--- config.mk ---
export PLATFORM = sky130hd
export DESIGN_NAME = generate_subkeys
export DESIGN_NICKNAME = d
export VERILOG_FILES = /design/src/rtl/generate_subkeys.sv
export SDC_FILE = /design/constraint.sdc
export NUM_CORES = 1
export LEC_CHECK = 0
export CAP_MARGIN = 40
export CORE_AREA = 2 2 326 328
export CTS_CLUSTER_DIAMETER = 120
export CTS_CLUSTER_SIZE = 30
export DETAILED_ROUTE_END_ITERATION = 6
export DIE_AREA = 0 0 328 330
export PLACE_DENSITY_LB_ADDON = 0.1
export SYNTH_ARGS = -nofsm -noshare
export SYNTH_HDL_FRONTEND = slang
export SYNTH_SLANG_ARGS = --single-unit
--- constraint.sdc ---
create_clock -name clk -period 1.54 [get_ports clk]
set_clock_uncertainty 0.1 [all_clocks]
set_input_delay 0.154 -clock clk [delete_from_list [all_inputs] [get_ports clk]]
set_output_delay 0.154 -clock clk [all_outputs]
set_load 0.005 [all_outputs]
--- src/rtl/generate_subkeys.sv ---
// DES key schedule: PC-1, cumulative C/D rotations and PC-2 computed combinationally, one register stage; 1-cycle latency, new key every cycle, no backpressure.
// Defining GENERATE_SUBKEYS_PARITY_CHECK_EN adds a registered parity_err flag for keys that violate DES odd parity.
module generate_subkeys (
    input  logic        clk,
    input  logic        rst,
    input  logic [63:0] key,
    output logic [47:0] sub_key1,
    output logic [47:0] sub_key2,
    output logic [47:0] sub_key3,
    output logic [47:0] sub_key4,
    output logic [47:0] sub_key5,
    output logic [47:0] sub_key6,
    output logic [47:0] sub_key7,
    output logic [47:0] sub_key8,
    output logic [47:0] sub_key9,
    output logic [47:0] sub_key10,
    output logic [47:0] sub_key11,
    output logic [47:0] sub_key12,
    output logic [47:0] sub_key13,
    output logic [47:0] sub_key14,
    output logic [47:0] sub_key15,
    output logic [47:0] sub_key16,
`ifdef GENERATE_SUBKEYS_PARITY_CHECK_EN
    output logic        parity_err,
`endif
    output logic        sub_keys_vld
);

    // Tables use DES bit numbers (1 = MSB); bit b of an N-bit vector lives at index N-b.
    localparam int PC1 [56] = '{
        57, 49, 41, 33, 25, 17,  9,
         1, 58, 50, 42, 34, 26, 18,
        10,  2, 59, 51, 43, 35, 27,
        19, 11,  3, 60, 52, 44, 36,
        63, 55, 47, 39, 31, 23, 15,
         7, 62, 54, 46, 38, 30, 22,
        14,  6, 61, 53, 45, 37, 29,
        21, 13,  5, 28, 20, 12,  4
    };

    localparam int PC2 [48] = '{
        14, 17, 11, 24,  1,  5,
         3, 28, 15,  6, 21, 10,
        23, 19, 12,  4, 26,  8,
        16,  7, 27, 20, 13,  2,
        41, 52, 31, 37, 47, 55,
        30, 40, 51, 45, 33, 48,
        44, 49, 39, 56, 34, 53,
        46, 42, 50, 36, 29, 32
    };

    // Running sum of the per-round shifts, so every round rotates C0/D0 directly instead of chaining.
    localparam int ROT_CUM [16] = '{1, 2, 4, 6, 8, 10, 12, 14, 15, 17, 19, 21, 23, 25, 27, 28};

    logic [27:0] c0;
    logic [27:0] d0;
    logic [47:0] ks   [16];
    logic [47:0] ks_q [16];
    logic        vld_q;

    always_comb begin : pc1_map
        logic [55:0] cd;
        cd = '0;
        for (int i = 0; i < 56; i++) begin
            cd[55-i] = key[64-PC1[i]];
        end
        c0 = cd[55:28];
        d0 = cd[27:0];
    end

    always_comb begin : schedule
        logic [55:0] c_dbl;
        logic [55:0] d_dbl;
        logic [55:0] cd_n;
        c_dbl = '0;
        d_dbl = '0;
        cd_n  = '0;
        ks    = '{default: '0};
        for (int n = 0; n < 16; n++) begin
            // Upper half of a doubled word shifted left is the left rotation; a shift of 28 returns C0/D0.
            c_dbl = {c0, c0} << ROT_CUM[n];
            d_dbl = {d0, d0} << ROT_CUM[n];
            cd_n  = {c_dbl[55:28], d_dbl[55:28]};
            for (int j = 0; j < 48; j++) begin
                ks[n][47-j] = cd_n[56-PC2[j]];
            end
        end
    end

    always_ff @(posedge clk or posedge rst) begin
        if (rst) begin
            ks_q  <= '{default: '0};
            vld_q <= 1'b0;
        end else begin
            ks_q  <= ks;
            vld_q <= 1'b1;
        end
    end

`ifdef GENERATE_SUBKEYS_PARITY_CHECK_EN
    logic par_bad;
    logic par_q;

    always_comb begin
        par_bad = 1'b0;
        for (int b = 0; b < 8; b++) begin
            if (!(^key[b*8 +: 8])) begin
                par_bad = 1'b1;
            end
        end
    end

    always_ff @(posedge clk or posedge rst) begin
        if (rst) begin
            par_q <= 1'b0;
        end else begin
            par_q <= par_bad;
        end
    end

    assign parity_err = par_q;
`endif

    assign sub_keys_vld = vld_q;
    assign sub_key1     = ks_q[0];
    assign sub_key2     = ks_q[1];
    assign sub_key3     = ks_q[2];
    assign sub_key4     = ks_q[3];
    assign sub_key5     = ks_q[4];
    assign sub_key6     = ks_q[5];
    assign sub_key7     = ks_q[6];
    assign sub_key8     = ks_q[7];
    assign sub_key9     = ks_q[8];
    assign sub_key10    = ks_q[9];
    assign sub_key11    = ks_q[10];
    assign sub_key12    = ks_q[11];
    assign sub_key13    = ks_q[12];
    assign sub_key14    = ks_q[13];
    assign sub_key15    = ks_q[14];
    assign sub_key16    = ks_q[15];

endmodule

# Word-level counts from Yosys, hierarchy flattened
# Cells that the tools add are included.
[word_totals] reg_bits=769 input_bits=66 out_inout_bits=769 wordCells=17

# Depth between registers and ports, before layout
# Gate-level depths: netlist of the first run.
[logic_depth] word_depth=0 ltp_mapped=1 mapped_depth_nobuf=1

# Worst setup path before layout of the first run
# Ideal clock, no wire load.
[synth_timing] kind="flip-flop to output port" from="register sub_key1[0] (netlist name)" to="output sub_key10[11]" arrival_ps=707 required_time_ps=1286 path_slack_ps=579 stages_incl_launch_ff=2 path_buffers=1 path_cell_list="dfrtp_1 > buf_4"
[synth_lines] element="end, declared" line_no="16" source="output logic [47:0] sub_key10,"

==> results.py, run 1 <==
metrics = {
    "global_routing": {
        "antenna_found_initial": 0,
        "grt_overflow": 0,
        "track_usage_pct": 4.887,
        "grt_start_max_net_pins": 32,
        "grt_pass1_vias": 4603,
        "grt_pass1_wl_mm": 36.25,
    },
    "routing": {
        "drt-initial-drc-count": 52,
        "routed_wl_mm": 30.24,
        "route.detailed.drc": 0,
        "dr.pass1.iters": 4,
        "num_vias": 4755,
        "vias_per_cell": 1.952,
        "routedWlPerCell_um": 12.41,
        "ant_nets": 0,
    },
    "power_and_ir_drop": {
        "power_leakage_nw": 7.116,
        "ir_drop_uv": 524.7,
        "power.density_mw_per_mm2": 523.2,
    },
    "logic_synthesis": {
        "synth_compound_area_share_pct": 0,
        "synthSimpleGateAreaFrac_pct": 0,
        "ys_seq_elements": 57,
        "synth.area.mux_share_pct": 0,
        "syn_nets": 837,
        "yosysSeqAreaShare_pct": 21.04,
        "synthAdderAreaFrac_pct": 0,
        "yosysTopAreaCellShare_pct": 78.85,
        "synthXorXnorAreaFrac_pct": 0,
        "synth_warnings": 0,
        "netlist_area_sq_mm": 0.006779,
        "yosysTopAreaCell": "buf_4",
        "postSynthAreaPerCell_sq_um": 8.792,
        "ys_top_cells_by_area": "buf_4 79%, dfrtp_1 21%, conb_1 0.055%",
        "synth_top_family_by_area": "buffers and inverters",
        "synth_cell_type_count": 4,
        "syn_inst": 771,
    },
    "clocking": {
        "htreeDepth": 3,
        "clockRootBuffer": "clkbuf_16",
        "cts_buffer_depth": 2,
        "cts.sinks": 57,
        "cts_tree": "done",
        "hold_buffers": 0,
        "numCtsBuffers": 9,
        "cts.clk_slew.worst_paths_ns": 0.07,
    },
    "final_layout": {
        "final_nets": 1106,
        "drive_gt1_share_pct": 37.51,
        "syn_to_final_growth_pct": 90.42,
        "antenna_cells": 0,
        "finalCoreUtilization_pct": 12.33,
    },
    "timing": {
        "hold_viol": 0,
        "grt_setup_unrepaired": "yes",
        "setup_viol": 9,
        "finalCriticalPeriod_ns": 1.582,
        "report.final.slew_viol_count": 0,
        "max_freq_mhz": 632.1,
        "setup_slack_ns": -0.04202,
        "period_share_pct": 102.7,
        "finalSetupTns_ns": -0.2233,
    },
    "outcome": {
        "failed_checks": "setup timing",
        "status": "finished with violations",
    },
    "critical_path": {
        "cp-start-kind": "flip-flop",
        "path_cells": "buf_12 > buf_4 > dlygate4sd2_1",
        "cp.arrival_ns": 1.33,
        "slowest_delay_ns": 0.40,
        "end_kind": "output pin",
        "slowest_stage": "dfrtp_1",
        "worstPathMaxFanout": 10,
        "path_buf_inv": 3,
        "path_class": "reg2out",
        "cp.required_ns": 1.29,
        "cpLargestDelayFamily": "buffers and inverters",
    },
    "floorplan": {
        "start_util_pct": 6.476,
        "die-area_sq_mm": 0.1082,
        "die_y_um": 330,
        "boundaryPins": 835,
        "die-width_um": 328,
        "core_area_sq_mm": 0.1047,
        "core.rowCount": 119,
    },
    "hold_path": {
        "hold_path_class": "in2async",
    },
    "place": {
        "dp_hpwl_mm": 22.77,
        "portBuffers": 826,
        "gp_congestion": 0.6707,
    },
    "job": {
        "drv_cap": 0,
    },
}
[repair_timing]
item,in CTS,in global routing
setup endpoints to repair,769,334
cloned,4,9
setup buffers,59,23
resized for setup,954,498
[cells by family after synthesis]
group	count (synthesis)
buf+inv	713
other cells	1
flops	57
[state kept, by name (all words and copies together), names as in the netlist]
signal,cells
sub_key1,47
sub_key2,9
sub_keys_vld,1
[final cells by class]
| cell class | count | area (sq um) |
|---|---|---|
| inverters | 1 | 7.507 |
| fillers | 12110 | 91760 |
| clock buffers | 12 | 256.5 |
| repair buffers | 970 | 9375 |
| well taps | 1391 | 1740 |
| clock inverters | 4 | 75.07 |
| flip-flops and latches | 57 | 1450 |
| multi-input cells | 1 | 3.754 |
[cell usage in the layout, fill, tap and decap left out, drive strengths merged]
master	count
buf	209
bufinv	2
clkbuf	160
clkdlybuf4s15	77
clkdlybuf4s50	57
clkinvlp	3
conb	1
dfrtp	57
dlygate4sd2	317
dlymetal6s2s	162
[routing by layer]
layer	up-vias	share of wire, %	wire length (um)	GRT usage [%]
met1	2191	29	8705	4.016
met2	402	60	18000	9.851
met3	14	9.9	3005	2.054
met4	0	1.7	525	2.304
li1	2148	-	-	-
met5	-	0	0	0
[final timing paths]
kind | slack (ns) | end | startpoint | depth (start not counted)
max in group asynchronous | 0.97 | sub_key2[6] | rst | 3
max | -0.04 | sub_key8[24] | sub_key1[39] | 3
min in group clk | 0.09 | sub_key1[5] | key[19] | 1
min | 0.09 | sub_key1[40] | rst | 3
[report_power, final]
group	switching (mW)	total (mW)	internal [mW]
Sequential	0.0646	1.64	1.58
Combinational	0.988	2.61	1.62
Clock	0.999	2.51	1.51
[synthesized netlist by cell type (all sizes together)]
master,count
conb,1
buf,712
inv,1
dfrtp,57
[stage by stage]
| step | hold slack (ns) | worst slack (ns) | instance area, sq um | cells | total power [mW] |
|---|---|---|---|---|---|
| floorplan | 0.08543 | 0.5793 | 6783 | 771 | 3.303 |
| global placement | 0.5025 | 0.1131 | 12290 | 2330 | 4.746 |
| detailed placement | 0.5022 | 0.06719 | 12290 | 2330 | 4.675 |
| CTS | 0.01958 | -0.2129 | 12580 | 2408 | 7.121 |
| global route | 0.04214 | -0.1244 | 12910 | 2436 | 7.270 |
| finish | 0.08754 | -0.04202 | 12910 | 2436 | 6.754 |
[tightest hold or removal path, cell delays in order]
cell and delay [ns]:
clkdlybuf4s50_1 0.45, clkinvlp_4 0.13, buf_12 0.19
(Power assumes the default switching activity.)
==> run 2, diff against run 1 <==
==> constraint.sdc (replaced) <==
create_clock -name clk -period 1.65 [get_ports clk]
set_clock_uncertainty 0.1 [all_clocks]
set_input_delay 0.165 -clock clk [delete_from_list [all_inputs] [get_ports clk]]
set_output_delay 0.165 -clock clk [all_outputs]
set_load 0.005 [all_outputs]
==> run 2 against run 1 <==
Worst hold slack better by 0.0031 ns; total power is 11% lower; the flow still finishes with violations (setup timing); global-route usage is 0.12 points higher; setup slack better by 0.017 ns; largest cell class unchanged.
==> results.py, run 2 (synthesis gave the netlist of run 1 again) <==
metrics = {
    "outcome": {
        "status": "finished with violations",
        "failed_checks": "setup timing",
    },
    "timing": {
        "hold_viol": 0,
        "period_share_pct": 101.5,
        "finalCriticalPeriod_ns": 1.675,
        "setup_viol": 3,
        "grt_setup_unrepaired": "yes",
        "report.final.slew_viol_count": 0,
        "setup_slack_ns": -0.02459,
        "max_freq_mhz": 597.2,
    },
    "power_and_ir_drop": {
        "total_power_mw": 6.013,
        "power.density_mw_per_mm2": 462.3,
        "ir_drop_uv": 378.9,
        "power_leakage_nw": 7.184,
    },
    "routing": {
        "routedWlPerCell_um": 12.68,
        "drt-initial-drc-count": 58,
        "route.detailed.drc": 0,
        "routed_wl_mm": 31.00,
        "dr.pass1.iters": 4,
        "num_vias": 4813,
        "ant_nets": 0,
        "vias_per_cell": 1.969,
    },
    "critical_path": {
        "cp-start-kind": "flip-flop",
        "worstPathMaxFanout": 6,
        "path_class": "reg2out",
        "slowest_delay_ns": 0.43,
        "path_buf_inv": 3,
        "crit_path_start": "sub_key1[27]",
        "slowest_stage": "dfrtp_2",
        "end_kind": "output pin",
        "cp-endpoint": "sub_key10[45]",
        "cpLargestDelayFamily": "buffers and inverters",
        "path_cells": "buf_12 > clkbuf_16 > dlygate4sd2_1",
        "cp.required_ns": 1.38,
        "cp.depth": 3,
        "cp.arrival_ns": 1.41,
    },
    "floorplan": {
        "start_util_pct": 6.476,
        "core_area_sq_mm": 0.1047,
        "die-width_um": 328,
        "die_y_um": 330,
        "die-area_sq_mm": 0.1082,
        "boundaryPins": 835,
        "core.rowCount": 119,
    },
    "clocking": {
        "cts.clk_slew.worst_paths_ns": 0.07,
        "htreeDepth": 3,
        "cts_tree": "done",
        "clockRootBuffer": "clkbuf_16",
        "numCtsBuffers": 9,
        "hold_buffers": 0,
        "cts.sinks": 57,
        "cts_buffer_depth": 2,
    },
    "place": {
        "portBuffers": 826,
        "place_area_sq_mm": 0.01189,
        "gp_congestion": 0.6683,
        "dp_hpwl_mm": 22.69,
        "pre_cts_ws_ns": 0.1459,
    },
    "final_layout": {
        "post-route-cell-area_sq_mm": 0.01301,
        "final_cell_mix": "493 x dlygate4sd2_1, 172 x dlymetal6s2s_1, 94 x buf_4",
        "drive_gt1_share_pct": 20.34,
        "largest_reg_flops": 47,
        "fill_cells": 12120,
        "final_common_cell": "dlygate4sd2_1",
        "final_nets": 1114,
        "syn_to_final_growth_pct": 91.88,
    },
    "global_routing": {
        "grt_overflow": 0,
        "grt_pass1_wl_mm": 37.18,
        "track_usage_pct": 5.007,
        "grt_start_max_net_pins": 32,
        "antenna_found_initial": 2,
        "grt_pass1_vias": 4788,
    },
    "hold_path": {
        "hold_path_class": "in2async",
    },
    "job": {
        "drv_cap": 0,
    },
}
[run 2: cell count changes in the layout (fill, tap and decap cells not counted), moves of 3 or more]
cell / previous run / this run
dfrtp_2: 19 / 26
dlymetal6s2s_1: 162 / 172
dfrtp_1: 38 / 31
buf_2: 39 / 4
buf_12: 39 / 13
clkdlybuf4s15_1: 77 / 80
clkdlybuf4s50_1: 57 / 60
buf_4: 50 / 94
buf_6: 70 / 38
buf_8: 9 / 1
dlygate4sd2_1: 317 / 493
clkbuf_2: 140 / 19
clkbuf_16: 17 / 13
[run 2: per-stage QoR]
step / instances / utilization, % / TNS (ns) / hold WS [ns]
after floorplan: 771 / - / 0 / 0.09643
after global placement: 2317 / 11.36 / 0 / 0.5112
after detailed placement: 2317 / 11.36 / 0 / 0.5133
after CTS: 2426 / 11.77 / -21.34 / 0.03633
after global routing: 2443 / 12.42 / -0.3145 / 0.06564
final: 2445 / 12.43 / -0.07062 / 0.09067
[run 2: power by group]
| part | total [mW] | internal [mW] | switching [mW] |
|---|---|---|---|
| combinational | 2.33 | 1.43 | 0.894 |
| clock | 2.16 | 1.24 | 0.915 |
| sequential | 1.53 | 1.47 | 0.0576 |
[run 2: cell type report]
type,instances,area (sq um),share of cell area (%)
inverters,1,7.507,0.05771
clock inverters,3,40.04,0.3078
well taps,1391,1740,13.38
repair buffers,978,9495,73.00
clock buffers,12,256.5,1.972
multi-input cells,1,3.754,0.02886
flip-flops and latches,57,1459,11.22
diodes,2,5.005,0.03848
[run 2: what timing repair did]
item | 4_1_cts | 5_1_grt
buffers inserted | 80 | 19
gates resized for setup | 692 | 302
endpoints found under the setup margin | 768 | 260
cloned | 14 | 4
[run 2: worst min path at each step]
stage,slack (ns),depth (start not counted),start,endpoint
4_1_cts,0.04,1,key[52],sub_key2[6]
5_1_grt,0.07,1,key[7],sub_key1[40]
3_5_place_dp,0.51,1,key[29],sub_key1[34]
3_3_place_gp,0.51,1,key[29],sub_key1[34]
2_1_floorplan,0.1,0,key[33],sub_key1[0]
6_report,0.09,3,rst,sub_key1[40]
[run 2: per-layer routing]
layer	track usage (%)	vias up	share of wire [%]
li1	-	2167	-
met1	4.049	2226	30
met5	0	-	0
met4	2.304	0	1.8
met2	10.06	406	58
met3	2.288	14	11
==> run 3, diff against run 2 <==
--- a/config.mk
+++ b/config.mk
@@ -6,11 +6,11 @@
 export NUM_CORES = 1
 export LEC_CHECK = 0
 export CAP_MARGIN = 40
-export CORE_AREA = 2 2 326 328
+export CORE_AREA = 3 3 327 329
 export CTS_CLUSTER_DIAMETER = 120
 export CTS_CLUSTER_SIZE = 30
 export DETAILED_ROUTE_END_ITERATION = 6
-export DIE_AREA = 0 0 328 330
+export DIE_AREA = 0 0 330 332
 export PLACE_DENSITY_LB_ADDON = 0.1
 export SYNTH_ARGS = -nofsm -noshare
 export SYNTH_HDL_FRONTEND = slang
==> run 3 against run 2 <==
The flow now finishes without violations; critical path depth unchanged; core utilization decreased by 0.13 points; setup slack better by 0.064 ns; via count is 0.54% higher; wire length increased by 5.9%; sequential share of layout area increased by 0.28 points; sequential power about the same; design area shrank 1.9%; non-clock buffer count is 17 lower; sequential cell count is the same; fmax increased by 4.0%; largest power group unchanged.
==> results.py, run 3 (synthesis gave the netlist of run 1 again) <==
metrics = {
    "outcome": {
        "status": "complete, no violations",
    },
    "clocking": {
        "cts.sinks": 57,
        "htreeDepth": 3,
        "cts_buffer_depth": 2,
        "numCtsBuffers": 9,
        "cts.clk_slew.worst_paths_ns": 0.06,
        "cts_tree": "done",
        "clockRootBuffer": "clkbuf_16",
    },
    "routing": {
        "vias_per_cell": 2.004,
        "num_vias": 4839,
        "dr.pass1.iters": 4,
        "drt-initial-drc-count": 58,
        "ant_nets": 0,
        "route.detailed.drc": 0,
        "routed_wl_mm": 32.83,
        "routedWlPerCell_um": 13.60,
    },
    "final_layout": {
        "final_cell_mix": "505 x dlygate4sd2_1, 159 x dlymetal6s2s_1, 93 x clkdlybuf4s15_1",
        "syn_to_final_growth_pct": 88.30,
        "largest_reg_flops": 47,
        "antenna_cells": 0,
        "final_nets": 1097,
        "final_common_cell": "dlygate4sd2_1",
        "post-route-cell-area_sq_mm": 0.01276,
        "drive_gt1_share_pct": 18.74,
    },
    "global_routing": {
        "grtUsageMet1_pct": 4.739,
        "grtUsageMet2_pct": 11.17,
        "track_usage_pct": 5.611,
        "met3_usage_pct": 2.447,
        "antenna_found_initial": 4,
        "grt_pass1_wl_mm": 42.57,
        "grt_overflow": 0,
        "grt.busiest_layer": "met2",
        "grt_pass1_vias": 5207,
        "grt_start_max_net_pins": 33,
    },
    "place": {
        "place_area_sq_mm": 0.01184,
        "dp_hpwl_mm": 24.85,
        "portBuffers": 826,
        "gp_congestion": 0.6552,
    },
    "timing": {
        "max_freq_mhz": 620.8,
        "grt_setup_unrepaired": "yes",
        "period_share_pct": 97.62,
        "finalSetupTns_ns": 0,
        "hold_viol": 0,
        "setup_viol": 0,
        "report.final.slew_viol_count": 0,
        "finalCriticalPeriod_ns": 1.611,
        "hold-worst-slack_ns": 0.08786,
    },
    "critical_path": {
        "end_kind": "output pin",
        "slowest_stage": "dfrtp_2",
        "slowest_delay_ns": 0.43,
        "path_cells": "buf_6 > buf_4 > dlygate4sd2_1",
        "cp.arrival_ns": 1.35,
        "cp-start-kind": "flip-flop",
        "cp.required_ns": 1.38,
        "path_class": "reg2out",
        "worstPathMaxFanout": 4,
    },
    "floorplan": {
        "start_util_pct": 6.531,
        "core_area_sq_mm": 0.1038,
        "die-area_sq_mm": 0.1096,
        "core.rowCount": 118,
        "die-width_um": 330,
        "boundaryPins": 835,
        "die_y_um": 332,
    },
    "power_and_ir_drop": {
        "ir_drop_uv": 391.5,
        "power_leakage_nw": 6.955,
        "power.density_mw_per_mm2": 466.5,
    },
    "hold_path": {
        "hold_path_class": "in2async",
    },
    "job": {
        "drv_cap": 0,
    },
}
run 3: cell types whose count changed in the layout (fill, tap and decap cells not counted), sizes merged:
cell	change
clkdlybuf4s50	-2
buf	-14
diode	-2
dlymetal6s2s	-13
dlygate4sd2	+12
clkbuf	-13
clkdlybuf4s15	+13
run 3: per-layer routing:
metal | part of all wire [%] | routed length (um) | vias to the layer above
met1 | 30 | 9945 | 2255
met4 | 1.9 | 608 | 2
met5 | 0.040 | 13 | -
li1 | - | - | 2133
met3 | 11 | 3702 | 18
met2 | 57 | 18570 | 431
run 3: final cells by class:
cell class                 instances  area [sq um]
clock buffer                      12         256.5
clock inverter                     3         40.04
fill                           12030         91030
inverter                           1         7.507
multi-input combinational          1         3.754
sequential                        57          1468
tap                             1380          1727
timing repair buffer             961          9263
run 3: metrics by stage:
stage / utilization (%) / cells / total power, mW / setup WS (ns)
6_report: 12.30 / 2415 / 5.954 / 0.03923
5_1_grt: 12.30 / 2415 / 6.462 / -0.04991
4_1_cts: 11.84 / 2413 / 6.384 / -0.1466
3_5_place_dp: 11.41 / 2304 / 4.257 / 0.1448
3_3_place_gp: 11.41 / 2304 / 4.322 / 0.1742
2_1_floorplan: - / 771 / 3.083 / 0.6783
run 3: path summary, 6_finish.rpt:
kind / start / slack (ns) / to / depth (start not counted)
min in group clk: key[13] / 0.11 / sub_key1[46] / 1
worst max-delay path: sub_key1[15] / 0.04 / sub_key9[20] / 3
worst min-delay path: rst / 0.09 / sub_key2[20] / 3
max in group asynchronous: rst / 1.05 / sub_key1[46] / 3
run 3: worst max-delay path: cells and delay by family (launching register included):
kind | cells | cell delay, ns
buf+inv | 3 | 0.52
flops | 1 | 0.43
run 3: power breakdown:
group          total (mW)  switching (mW)  internal (mW)
combinational        2.28           0.896           1.38
clock                2.13           0.894           1.24
sequential           1.54          0.0644           1.48
total                5.95            1.85           4.10
run 3: timing repair:
item	in CTS	in global routing
hold buffers	0	0
hold endpoints to repair	0	0
resized for setup	714	282
cloned	11	3
buffers inserted	83	9
endpoints found under the setup margin	768	268
==> RTL edit, RTL diff (settings of run 1) <==
The option `GENERATE_SUBKEYS_PARITY_CHECK_EN` is turned on by a define.
--- a/src/rtl/generate_subkeys.sv
+++ b/src/rtl/generate_subkeys.sv
@@ -1,5 +1,7 @@
 // DES key schedule: PC-1, cumulative C/D rotations and PC-2 computed combinationally, one register stage; 1-cycle latency, new key every cycle, no backpressure.
 // Defining GENERATE_SUBKEYS_PARITY_CHECK_EN adds a registered parity_err flag for keys that violate DES odd parity.
+`define GENERATE_SUBKEYS_PARITY_CHECK_EN
+
 module generate_subkeys (
     input  logic        clk,
     input  logic        rst,
Function (old outputs only; new: parity_err): kept (equiv_simple and equiv_induct, registers matched by name and starting in step).
==> RTL edit against run 1 <==
The flow still finishes with violations (negative setup slack); sequential cell count up 1; synthesized area up 7.8%; power increased by 4.0%; cell area is 6.4% higher; worst setup slack worse by 0.035 ns; critical path depth rose by 4; sequential share of layout area decreased by 0.48 points; die area unchanged; wire length rose by 13%; global-route usage is 0.80 points higher; critical endpoint is now parity_err; highest routed layer unchanged.
==> RTL edit: results (changes against run 1) <==
| Metric | Value |
|---|---|
| Status | `finished, violations left` |
| Failing checks | `negative setup slack` |
| Placed Cells | `2424 (+4.0%)` |
| Routability cong. | `0.670 (about the same)` |
| Final total power | `7.03 mW (+4.0%)` |
| Met1 wire length | `10.8 mm (+24%)` |
| Max VDD drop | `314 uV (-40%)` |
| Pre-CTS setup slack | `-1.32 ns (-1.38 ns)` |
| Tot GR Track Use | `0.0569 (+0.00804)` |
| First-pass GRT wire length | `42.2 mm (+16%)` |
| Post-synth top cells | `buf_4 (712), dfrtp_1 (58), xnor2_1 (54), nor4_1 (2), xor2_1 (2)` |
| Initial antenna violation count | `2 (+2)` |
| Final wirelength | `34.2 mm (+13%)` |
| Buffers on Ports | `835 (+1.1%)` |
| Final #Nets | `1217 (+10%)` |
| Sequential-to-total area share from yosys stat | `0.199 (-0.0119)` |
| CP max stage delay | `0.46 ns (+0.06 ns)` |
| Fin worst setup slack | `-0.0773 ns (-0.0353 ns)` |
| Met3 Wirelength | `2.74 mm (-8.9%)` |
| Worst Path Max Fanout | `2 (-8)` |
| Initial DRC count | `55 (+5.8%)` |
| Share of cells above drive strength 1 | `0.435 (+0.0595)` |
| DPL Wire Length | `27.3 mm (+20%)` |
| Static leakage | `7.43 nW (+4.5%)` |
| Final setup fails | `3 (-6)` |
| Pin count of the biggest net entering global routing | `37 (+16%)` |
| Synth cell types | `8 (+4)` |
| Mapped Cells | `831 (+7.8%)` |
| Switch Pwr | `2.29 mW (+12%)` |
| Avg WL per Cell | `13.4 um (+8.3%)` |
| WP data arrival | `1.79 ns (+0.46 ns)` |
| Clk pwr share | `0.294 (-0.077)` |
| Vias in the first global route | `5226 (+14%)` |
RTL edit: cell count changes after synthesis, sizes merged:
cell,change
xnor2,+54
nor4,+2
xor2,+2
dfrtp,+1
nand2,+1
RTL edit: area by class of cell:
class | instances | area [sq um]
Inverter | 1 | 7.51
Multi-Input combinational cell | 60 | 701
Fill cell | 12100 | 90900
Antenna cell | 1 | 2.50
Tap cell | 1391 | 1740
Clock buffer | 12 | 256
Sequential cell | 58 | 1480
Clock inverter | 3 | 15.0
Timing Repair Buffer | 1021 | 9540
RTL edit: stage by stage:
| step | util | instance area [sq um] |
|---|---|---|
| 2_1_floorplan | - | 7310 |
| 3_3_place_gp | 0.125 | 13100 |
| 3_5_place_dp | 0.125 | 13100 |
| 4_1_cts | 0.130 | 13600 |
| 5_1_grt | 0.131 | 13700 |
| 6_report | 0.131 | 13700 |
RTL edit: layer usage:
layer,track usage,vias up
li1,-,2434
met5,0,-
met3,0.0213,15
met1,0.0498,2507
met2,0.116,393
met4,0.0200,0
RTL edit: timing repair:
action                                  in CTS  in global routing
resized for setup                         1040                537
cloned                                       8                  5
endpoints found under the hold margin        0                  6
hold buffers                                 0                  6
endpoints found under the setup margin     771                349
pin swaps                                    2                  7
buffers inserted                            80                 16
RTL edit: final timing paths:
kind,end,start,slack (ns),depth (start not counted)
min in group clk,sub_key1[42],key[47],0.16,1
max in group asynchronous,sub_key1[35],rst,0.82,3
worst max-delay path,parity_err,key[55],-0.08,7
worst min-delay path,sub_key11[34],rst,0.09,3
RTL edit: logic make-up after synthesis:
family        count (synthesis)  synth area share
buf+inv                     713             0.732
flops                        58             0.199
xor+xnor                     56            0.0671
simple gates                  3           0.00222
other cells                   1          0.000513
RTL edit: worst min-delay path, delay by kind of cell:
kind,cells,cell delay [ns]
buffers and inverters,3,0.79
